File: src/rtl/serializer_gearbox.sv
// serializer_gearbox: buffers variable-length MSB-aligned words and re-slices them into VAL_W-bit values.
// Define SERIALIZER_PROTO_CHECK_EN to add the sticky proto_err protocol checker output.
module serializer_gearbox #(
    parameter int WORD_W     = 38,
    parameter int VAL_W      = 7,
    parameter int FIFO_DEPTH = 2,
    parameter int CNT_W      = 16
) (
    input  logic                         clk,
    input  logic                         rst,
    input  logic                         packet_in_progress,
    input  logic                         new_word_a,
    output logic                         word_rdy,
    input  logic                         first_word_a,
    input  logic                         last_word_a,
    input  logic [$clog2(WORD_W+1)-1:0]  num_bits_a,
    input  logic [WORD_W-1:0]            word_a,
    output logic [VAL_W-1:0]             data_out,
    output logic                         valid_out,
    input  logic                         out_rdy,
    output logic                         first_value,
    output logic                         last_value,
    output logic                         new_word_s,
    output logic [CNT_W-1:0]             value_counter
`ifdef SERIALIZER_PROTO_CHECK_EN
    ,
    output logic                         proto_err
`endif
);

    localparam int NB_W  = $clog2(WORD_W + 1);
    localparam int ACC_W = WORD_W + VAL_W - 1;
    localparam int R_W   = $clog2(ACC_W + 1);
    localparam int PTR_W = (FIFO_DEPTH > 1) ? $clog2(FIFO_DEPTH) : 1;
    localparam int OCC_W = $clog2(FIFO_DEPTH + 1);

    localparam logic [R_W-1:0]   VAL_R  = R_W'(VAL_W);
    localparam logic [NB_W-1:0]  WORD_N = NB_W'(WORD_W);
    localparam logic [OCC_W-1:0] FULL_N = OCC_W'(FIFO_DEPTH);

    typedef struct packed {
        logic [WORD_W-1:0] word;
        logic [NB_W-1:0]   nb;
        logic              first;
        logic              last;
    } entry_t;

    typedef enum logic [2:0] {
        IDLE  = 3'd0,
        LOAD  = 3'd1,
        SHIFT = 3'd2,
        FLUSH = 3'd3,
        DONE  = 3'd4
    } state_t;

    state_t            state_q, state_d;
    logic [ACC_W-1:0]  acc_q, acc_d;
    logic [R_W-1:0]    r_q, r_d;
    logic              first_pend_q, first_pend_d;
    logic              last_popped_q, last_popped_d;
    logic [CNT_W-1:0]  cnt_q, cnt_d;

    entry_t            fifo_q [FIFO_DEPTH];
    entry_t            fifo_d [FIFO_DEPTH];
    logic [PTR_W-1:0]  wr_ptr_q, wr_ptr_d;
    logic [PTR_W-1:0]  rd_ptr_q, rd_ptr_d;
    logic [OCC_W-1:0]  occ_q, occ_d;

    entry_t            head;
    logic              fifo_empty;
    logic              wr_en;
    logic              pop;
    logic              clear;
    logic              xfer;
    logic [NB_W-1:0]   nb_eff;
    logic [WORD_W-1:0] word_mask;
    logic [ACC_W-1:0]  ext;
    logic [R_W-1:0]    r_after;

    assign word_rdy      = (occ_q != FULL_N);
    assign wr_en         = new_word_a && word_rdy;
    assign fifo_empty    = (occ_q == '0);
    assign head          = fifo_q[rd_ptr_q];
    assign data_out      = acc_q[ACC_W-1 -: VAL_W];
    assign first_value   = valid_out && first_pend_q;
    assign new_word_s    = pop;
    assign value_counter = cnt_q;

    // Out-of-range lengths are clamped so a bad word cannot corrupt the residue count.
    always_comb begin
        nb_eff    = (head.nb > WORD_N) ? WORD_N : head.nb;
        word_mask = ~({WORD_W{1'b1}} >> nb_eff);
        ext       = {head.word & word_mask, {(VAL_W-1){1'b0}}};
    end

    always_comb begin
        state_d       = state_q;
        acc_d         = acc_q;
        r_d           = r_q;
        first_pend_d  = first_pend_q;
        last_popped_d = last_popped_q;
        cnt_d         = cnt_q;
        pop           = 1'b0;
        clear         = 1'b0;
        xfer          = 1'b0;
        valid_out     = 1'b0;
        last_value    = 1'b0;
        r_after       = r_q;

        case (state_q)
            IDLE: begin
                // A word being written this cycle is enough to start, saving a cycle of latency.
                if (packet_in_progress && (!fifo_empty || wr_en)) begin
                    state_d       = LOAD;
                    first_pend_d  = 1'b1;
                    last_popped_d = 1'b0;
                end
            end
            LOAD: begin
                if (!fifo_empty) begin
                    pop           = 1'b1;
                    acc_d         = acc_q | (ext >> r_q);
                    r_d           = r_q + R_W'(nb_eff);
                    last_popped_d = head.last;
                    state_d       = SHIFT;
                end
            end
            SHIFT: begin
                valid_out = (r_q >= VAL_R);
                xfer      = valid_out && out_rdy;
                r_after   = xfer ? (r_q - VAL_R) : r_q;
                // Also flag the value that empties the residue when only a zero-length last word remains.
                last_value = valid_out && (r_q == VAL_R) &&
                             (last_popped_q ||
                              (!fifo_empty && head.last && (nb_eff == '0)));
                if (xfer) begin
                    acc_d = acc_q << VAL_W;
                    r_d   = r_after;
                end
                if (r_after < VAL_R) begin
                    if (!last_popped_q) begin
                        state_d = LOAD;
                    end else if (r_after != '0) begin
                        state_d = FLUSH;
                    end else begin
                        state_d = DONE;
                    end
                end
            end
            FLUSH: begin
                valid_out  = 1'b1;
                last_value = 1'b1;
                xfer       = out_rdy;
                if (xfer) begin
                    acc_d   = '0;
                    r_d     = '0;
                    state_d = DONE;
                end
            end
            DONE: begin
                if (!packet_in_progress) begin
                    state_d = IDLE;
                    cnt_d   = '0;
                end
            end
            default: begin
                state_d = IDLE;
            end
        endcase

        if (xfer) begin
            first_pend_d = 1'b0;
            if (cnt_q != {CNT_W{1'b1}}) begin
                cnt_d = cnt_q + CNT_W'(1);
            end
        end

        // Abort: packet_in_progress dropped mid-packet discards everything buffered.
        if (!packet_in_progress && (state_q inside {LOAD, SHIFT, FLUSH})) begin
            state_d       = IDLE;
            acc_d         = '0;
            r_d           = '0;
            cnt_d         = '0;
            first_pend_d  = 1'b0;
            last_popped_d = 1'b0;
            pop           = 1'b0;
            clear         = 1'b1;
        end
    end

    always_comb begin
        fifo_d   = fifo_q;
        wr_ptr_d = wr_ptr_q;
        rd_ptr_d = rd_ptr_q;
        occ_d    = occ_q;
        if (clear) begin
            wr_ptr_d = '0;
            rd_ptr_d = '0;
            occ_d    = '0;
        end else begin
            if (wr_en) begin
                fifo_d[wr_ptr_q] = '{word: word_a, nb: num_bits_a,
                                     first: first_word_a, last: last_word_a};
                wr_ptr_d = wr_ptr_q + PTR_W'(1);
            end
            if (pop) begin
                rd_ptr_d = rd_ptr_q + PTR_W'(1);
            end
            case ({wr_en, pop})
                2'b10:   occ_d = occ_q + OCC_W'(1);
                2'b01:   occ_d = occ_q - OCC_W'(1);
                default: occ_d = occ_q;
            endcase
        end
    end

    always_ff @(posedge clk) begin
        if (rst) begin
            state_q       <= IDLE;
            acc_q         <= '0;
            r_q           <= '0;
            first_pend_q  <= 1'b0;
            last_popped_q <= 1'b0;
            cnt_q         <= '0;
            wr_ptr_q      <= '0;
            rd_ptr_q      <= '0;
            occ_q         <= '0;
        end else begin
            state_q       <= state_d;
            acc_q         <= acc_d;
            r_q           <= r_d;
            first_pend_q  <= first_pend_d;
            last_popped_q <= last_popped_d;
            cnt_q         <= cnt_d;
            wr_ptr_q      <= wr_ptr_d;
            rd_ptr_q      <= rd_ptr_d;
            occ_q         <= occ_d;
        end
    end

    // Buffer storage carries no reset; occupancy alone decides what is valid.
    always_ff @(posedge clk) begin
        fifo_q <= fifo_d;
    end

`ifdef SERIALIZER_PROTO_CHECK_EN
    logic proto_err_q, proto_err_d;
    logic expect_first_q, expect_first_d;

    always_comb begin
        proto_err_d    = proto_err_q;
        expect_first_d = expect_first_q;
        if (state_q == IDLE && state_d == LOAD) begin
            expect_first_d = 1'b1;
        end
        if (pop) begin
            if (head.first != expect_first_q) begin
                proto_err_d = 1'b1;
            end
            expect_first_d = 1'b0;
        end
        if (new_word_a && (num_bits_a > WORD_N)) begin
            proto_err_d = 1'b1;
        end
        if (new_word_a && !word_rdy) begin
            proto_err_d = 1'b1;
        end
    end

    always_ff @(posedge clk) begin
        if (rst) begin
            proto_err_q    <= 1'b0;
            expect_first_q <= 1'b0;
        end else begin
            proto_err_q    <= proto_err_d;
            expect_first_q <= expect_first_d;
        end
    end

    assign proto_err = proto_err_q;
`else
    logic unused_first;
    assign unused_first = head.first;
`endif

endmodule

File: config.mk
export PLATFORM = sky130hd
export DESIGN_NAME = serializer_gearbox
export DESIGN_NICKNAME = d
export VERILOG_FILES = /design/src/rtl/serializer_gearbox.sv
export SDC_FILE = /design/constraint.sdc
export NUM_CORES = 1
export LEC_CHECK = 0
export ABC_AREA = 1
export BUFFER_PORTS_ARGS = -buffer_cell sky130_fd_sc_hd__buf_2
export CAP_MARGIN = 20
export CORE_MARGIN = 5
export CORE_UTILIZATION = 55
export CTS_BUF_LIST = sky130_fd_sc_hd__clkbuf_4 sky130_fd_sc_hd__clkbuf_8 sky130_fd_sc_hd__clkbuf_16
export CTS_CLUSTER_DIAMETER = 40
export DETAILED_ROUTE_END_ITERATION = 8
export GPL_ROUTABILITY_DRIVEN = 0
export PLACE_DENSITY_LB_ADDON = 0.05
export SLEW_MARGIN = 20
export SYNTH_ARGS = -nofsm -noshare
export SYNTH_HDL_FRONTEND = slang
export SYNTH_SLANG_ARGS = --single-unit
File: constraint.sdc
create_clock -name clk -period 9.7 [get_ports clk]
set_input_delay 0.485 -clock clk [delete_from_list [all_inputs] [get_ports clk]]
set_output_delay 0.485 -clock clk [all_outputs]
set_load 0.02 [all_outputs]
## Word level (Yosys, flattened, before mapping)

Index checks and enable logic that the tools add are counted.

| storage, ports and cells | value |
|---|---|
| flip-flop bits (word level) | 167 |

| cells by class | value |
|---|---|
| mux-type cells | 39 |
| magnitude comparators | 6 |
| bitwise gates (word level) | 6 |
| add/subtract/negate cells | 7 |
| shift-type cells | 2 |
| eq/ne operators | 15 |
| reduce and logical (&&, ||, !) cells | 29 |

Operator list:

| cell | count |
|---|---|
| $mux W46 | 4 |
| $mux W44 | 3 |
| $pmux W44 S3 | 1 |
| $bwmux W92 | 1 |
| $mux W16 | 4 |
| $demux W46 S1 | 1 |
| $or A44 B44 Y44 | 1 |
| $shr A44 B6 Y44 | 1 |
| $and A38 B38 Y38 | 1 |
| $not A38 Y38 | 1 |
| $shr A38 B6 Y38 const A | 1 |
| $mux W6 | 5 |
| $mux W3 | 7 |
| $pmux W6 S3 | 1 |
| $add A16 B1 Y16 const B | 1 |
| $ne A16 B16 Y1 const B | 1 |
| $pmux W3 S5 | 1 |
| $ne A2 B2 Y1 const B | 7 |
| $logic_and A1 B1 Y1 | 10 |
| $pmux W1 S2 | 4 |
| $add A6 B6 Y6 | 1 |
| $eq A3 B2 Y1 const B | 2 |
| $eq A6 B3 Y1 const B | 1 |
| $ge A6 B3 Y1 const B | 1 |
| other kinds (30) | 43 |

## Depth between registers and ports, before layout

| depth | value |
|---|---|
| depth in word-level cells | 13 |
| depth in mapped cells | 20 |

## Worst setup path before layout

OpenSTA, ideal clock, no wires.

| path | value |
|---|---|
| kind | reg-to-reg |
| from | register occ_q[0] |
| to | register fifo_q[0] in the netlist's numbering (enable) |
| arrival time | 3.876 ns |
| period minus slack after synthesis | 4.380 ns |
| slack | 5.320 ns |
| stages on the path, launching flop included | 5 |
| required time | 9.197 ns |
| path buffers | 0 |
| path through | dfxtp_1 -> inv_1 -> nand2_1 -> nand2_1 -> nor3_1 |

| on the way | value |
|---|---|
| cells in the longest elaborated chain, start to end | 3 |

Ends and longest elaborated chain:

| element | RTL line | source |
|---|---|---|
| start: declaration | 67 | `logic [OCC_W-1:0] occ_q, occ_d;` |
| start signal: assignment | 227 | `occ_q <= '0;` |
| start signal: assignment | 237 | `occ_q <= occ_d;` |
| $ne A2 B2 Y1 | 80 | `assign word_rdy = (occ_q != FULL_N);` |
| named net word_rdy | 13 | `output logic word_rdy,` |
| $logic_and A1 B1 Y1 | 81 | `assign wr_en = new_word_a && word_rdy;` |
| $reduce_and A2 Y1 (no source line) | -- |  |
| end signal: assignment | 243 | `fifo_q <= fifo_d;` |
| end: declaration | 63 | `entry_t fifo_q [FIFO_DEPTH];` |

The timed path passes the listed nets, and every way through them passes these cells.
A chain may end at the register's enable or synchronous reset.

## Final worst setup path

| path | value |
|---|---|
| from | register rd_ptr_q |
| to | output last_value |

| on the way | value |
|---|---|
| cells in the longest elaborated chain, start to end | 11 |

Ends and longest elaborated chain:

| element | RTL line | source |
|---|---|---|
| start: declaration | 66 | `logic [PTR_W-1:0] rd_ptr_q, rd_ptr_d;` |
| start signal: assignment | 236 | `rd_ptr_q <= rd_ptr_d;` |
| $not A1 Y2 (not written as such) * | 83 | `assign head = fifo_q[rd_ptr_q];` |
| $mux W46 (not written as such) * (3 in a row) | 83 |  |
| $gt A6 B6 Y1 | 91 | `nb_eff = (head.nb > WORD_N) ? WORD_N : head.nb;` |
| $mux W6 | 91 |  |
| $logic_not A6 Y1 | 135 | `(!fifo_empty && head.last && (nb_eff == '0)));` |
| $logic_and A1 B1 Y1 * | 135 |  |
| $logic_or A1 B1 Y1 * | 134 | `(last_popped_q \|\|` |
| $logic_and A1 B1 Y1 * | 133 | `last_value = valid_out && (r_q == VAL_R) &&` |
| $pmux W1 S2 * | 110 | `case (state_q)` |
| end: declaration | 22 | `output logic last_value,` |

Mark *: on every way between the ends. The rest lies on a longest branch, timed or not. The select of a mux whose other input is x is not followed.

==> results.json <==
{
  "design.die.area_um2": 21200,
  "final-instance-count-excl-fill": 1649,
  "hold_ws_ns": 0.223,
  "layout-drive-gt1-share": 0.143,
  "vias": 9777,
  "drtAntennaViolNets": 0,
  "syn_inst": 1375,
  "slew_violations": 0,
  "final_util": 0.618,
  "drt-total-wl_mm": 28.8,
  "grt_overflow_total": 0,
  "grt_pass1_wl_mm": 46.8,
  "port_buffers": 77,
  "antenna_cells": 0,
  "yosys_register_bits": 165,
  "ctsHoldBuffers": 0,
  "hpwlAfterDp_mm": 20.1,
  "root_buffer": "clkbuf_16",
  "multi_input_area_um2": 5170,
  "hp-class": "in -> reg",
  "slew-limit-headroom": 0.362,
  "ys_warn_count": 0,
  "grt_pass1_vias": 9096,
  "synth_area_um2": 10100,
  "tns_ns": 0,
  "cts_buffer_depth": 2,
  "worstPathMaxFanout": 47,
  "grtUsageTotal": 0.269,
  "cts_max_level": 4,
  "worst_pin_slew_ns": 0.954,
  "rsz0062_at_grt": "no",
  "synthFlopType": "edfxtp_1",
  "final_common_cell": "nand2_1",
  "fill_cells": 1686,
  "cts_post_setup_buffers_inserted": 0,
  "areaGrowthSynthToFinish_pct": 10.1,
  "cp-start-kind": "flip-flop",
  "syn_nets": 1434,
  "synth_edf_count": 90,
  "die_h_um": 146,
  "critical_path_class": "reg -> out",
  "cts_sinks": 165,
  "antenna_found_initial": 0,
  "hold_viol": 0,
  "async_flop_share": 0,
  "initial_core_util": 0.562,
  "cp_data_arrival_time_ns": 3.43,
  "dieWidth_um": 146,
  "core.rowCount": 49,
  "layout_min_cycle_time_ns": 3.92,
  "vias_per_cell": 5.93,
  "run_status": "finished clean",
  "post_drt_wl_per_cell_um": 17.4,
  "dr.pass1.iters": 6,
  "seq_area_um2": 4210,
  "ir_worst_vdd_v": 0.000184,
  "endpoint_kind": "output pin",
  "clock_latency_ns": 0.44,
  "yosys.cell_types.count": 54,
  "fp.coreArea_um2": 18000,
  "path_clk_slew_ns": 0.08,
  "cts_buffers": 17,
  "power_density_nw_per_um2": 357,
  "avgSynthCellArea_um2": 7.36,
  "layout.nets": 1466,
  "remaining_drc_errors": 0,
  "setup_viol": 0,
  "yosysSeqAreaShare": 0.415,
  "maxCapViolCount": 0,
  "p_leak_uw": 0.00480,
  "mostFrequentLayoutCells": "321 x nand2_1, 251 x nand3_1, 138 x a21oi_1, 92 x nor2_1, 90 x edfxtp_1",
  "finalCritPeriodShare": 0.404,
  "post-place-cells": 1617,
  "max_freq_ghz": 0.255,
  "cts_resized": 0,
  "grt_max_degree": 49,
  "io_pins": 79,
  "first_iter_violations": 1104,
  "finClkSkew_ns": 0.0133,
  "cts_tree": "done",
  "critical_path_required_ns": 9.22
}
## synth_stat cells (4+ instances only)
cell / n / area [um^2]
nand2_1: 321 / 1200
nand3_1: 251 / 1260
a21oi_1: 138 / 691
nor2_1: 93 / 349
edfxtp_1: 90 / 2700
inv_1: 84 / 315
dfxtp_1: 75 / 1500
o21ai_0: 68 / 340
buf_2: 32 / 160
clkbuf_1: 25 / 93.8
o21ai_1: 22 / 110
nand2_2: 16 / 100
buf_4: 14 / 105
o211ai_1: 12 / 90.1
nand4_1: 11 / 68.8
nor2_2: 10 / 62.6
nor3_1: 10 / 50.1
buf_1: 8 / 30.0
inv_2: 8 / 30.0
ha_1: 7 / 87.6
xor2_1: 7 / 61.3
nand3b_1: 6 / 45.0
a21oi_2: 5 / 43.8
a31oi_1: 5 / 31.3
nor3_2: 5 / 50.1
a221oi_1: 4 / 35.0
nand2_4: 4 / 45.0
o211ai_2: 4 / 50.1
o21ai_2: 4 / 35.0
## cells by family after synthesis
family | Yosys count | share of synthesized area
flip-flops | 165 | 0.415
AO/OA/AOI/OAI | 277 | 0.156
AND/OR/NAND/NOR | 744 | 0.336
adder cells (fa/ha/maj) | 8 | 0.0106
XOR/XNOR | 7 | 0.00606
buffers and inverters | 174 | 0.0752
## worst max-delay path, cell delays in order, from the launching register on
cell	delay (ns)
dfxtp_2	0.31
buf_4	0.43
inv_2	0.07
buf_4	0.29
nand2_1	0.17
nand2_4	0.11
inv_2	0.09
nand2_2	0.06
a21oi_4	0.20
nand2_2	0.12
nor2_2	0.22
nand2_2	0.13
o21ai_0	0.18
nand3_1	0.09
a21oi_1	0.23
buf_2	0.20
## through the flow
step                setup WS [ns]  power [uW]  cell area (um^2)
floorplan                    5.32        2670             10100
global placement             6.25        3200             10500
detailed placement           6.28        3220             10500
CTS                          5.79        3940             11100
global route                 5.50        4270             11100
finish                       5.78        3980             11100
## path summary, 6_finish.rpt
path	start	end	slack (ns)	cells after the start
max	rd_ptr_q$_SDFFE_PP0P_	last_value	5.78	15
max reg2reg	rd_ptr_q$_SDFFE_PP0P_	acc_q[3]$_SDFFE_PP0P_	6.20	17
min	word_a[22]	fifo_q[76]$_DFFE_PP_	0.22	1
min reg2reg	acc_q[1]$_SDFFE_PP0P_	acc_q[1]$_SDFFE_PP0P_	0.46	2
## per-layer routing
metal / GRT usage / share of wire / vias to the layer above
li1: - / - / 4785
met1: 0.370 / 0.43 / 4520
met2: 0.422 / 0.46 / 417
met3: 0.0648 / 0.084 / 55
met4: 0.0812 / 0.022 / 0
met5: 0 / 0 / -
## flip-flops by register name, summed over array words and instances, names as in the netlist
signal	cells
fifo_q	90
acc_q	44
value_counter	16
r_q	6
state_q	3
occ_q	2
first_pend_q	1
last_popped_q	1
rd_ptr_q	1
wr_ptr_q	1
## final cells by class
cell class,instances,share of cell area
multi-input cells,1036,0.464
repair buffers,93,0.0453
well taps,229,0.0257
inverters,94,0.0323
clock inverters,14,0.0168
clock buffers,18,0.0388
flip-flops and latches,165,0.377
## power breakdown
| group | internal, uW | switching, uW | leakage, uW |
|---|---|---|---|
| Combinational | 670 | 1600 | 0.00306 |
| Sequential | 908 | 89.5 | 0.00145 |
| Clock | 395 | 315 | 0.000296 |
| Total | 1970 | 2010 | 0.00480 |
Note: power is estimated with default switching activity, not from simulation.
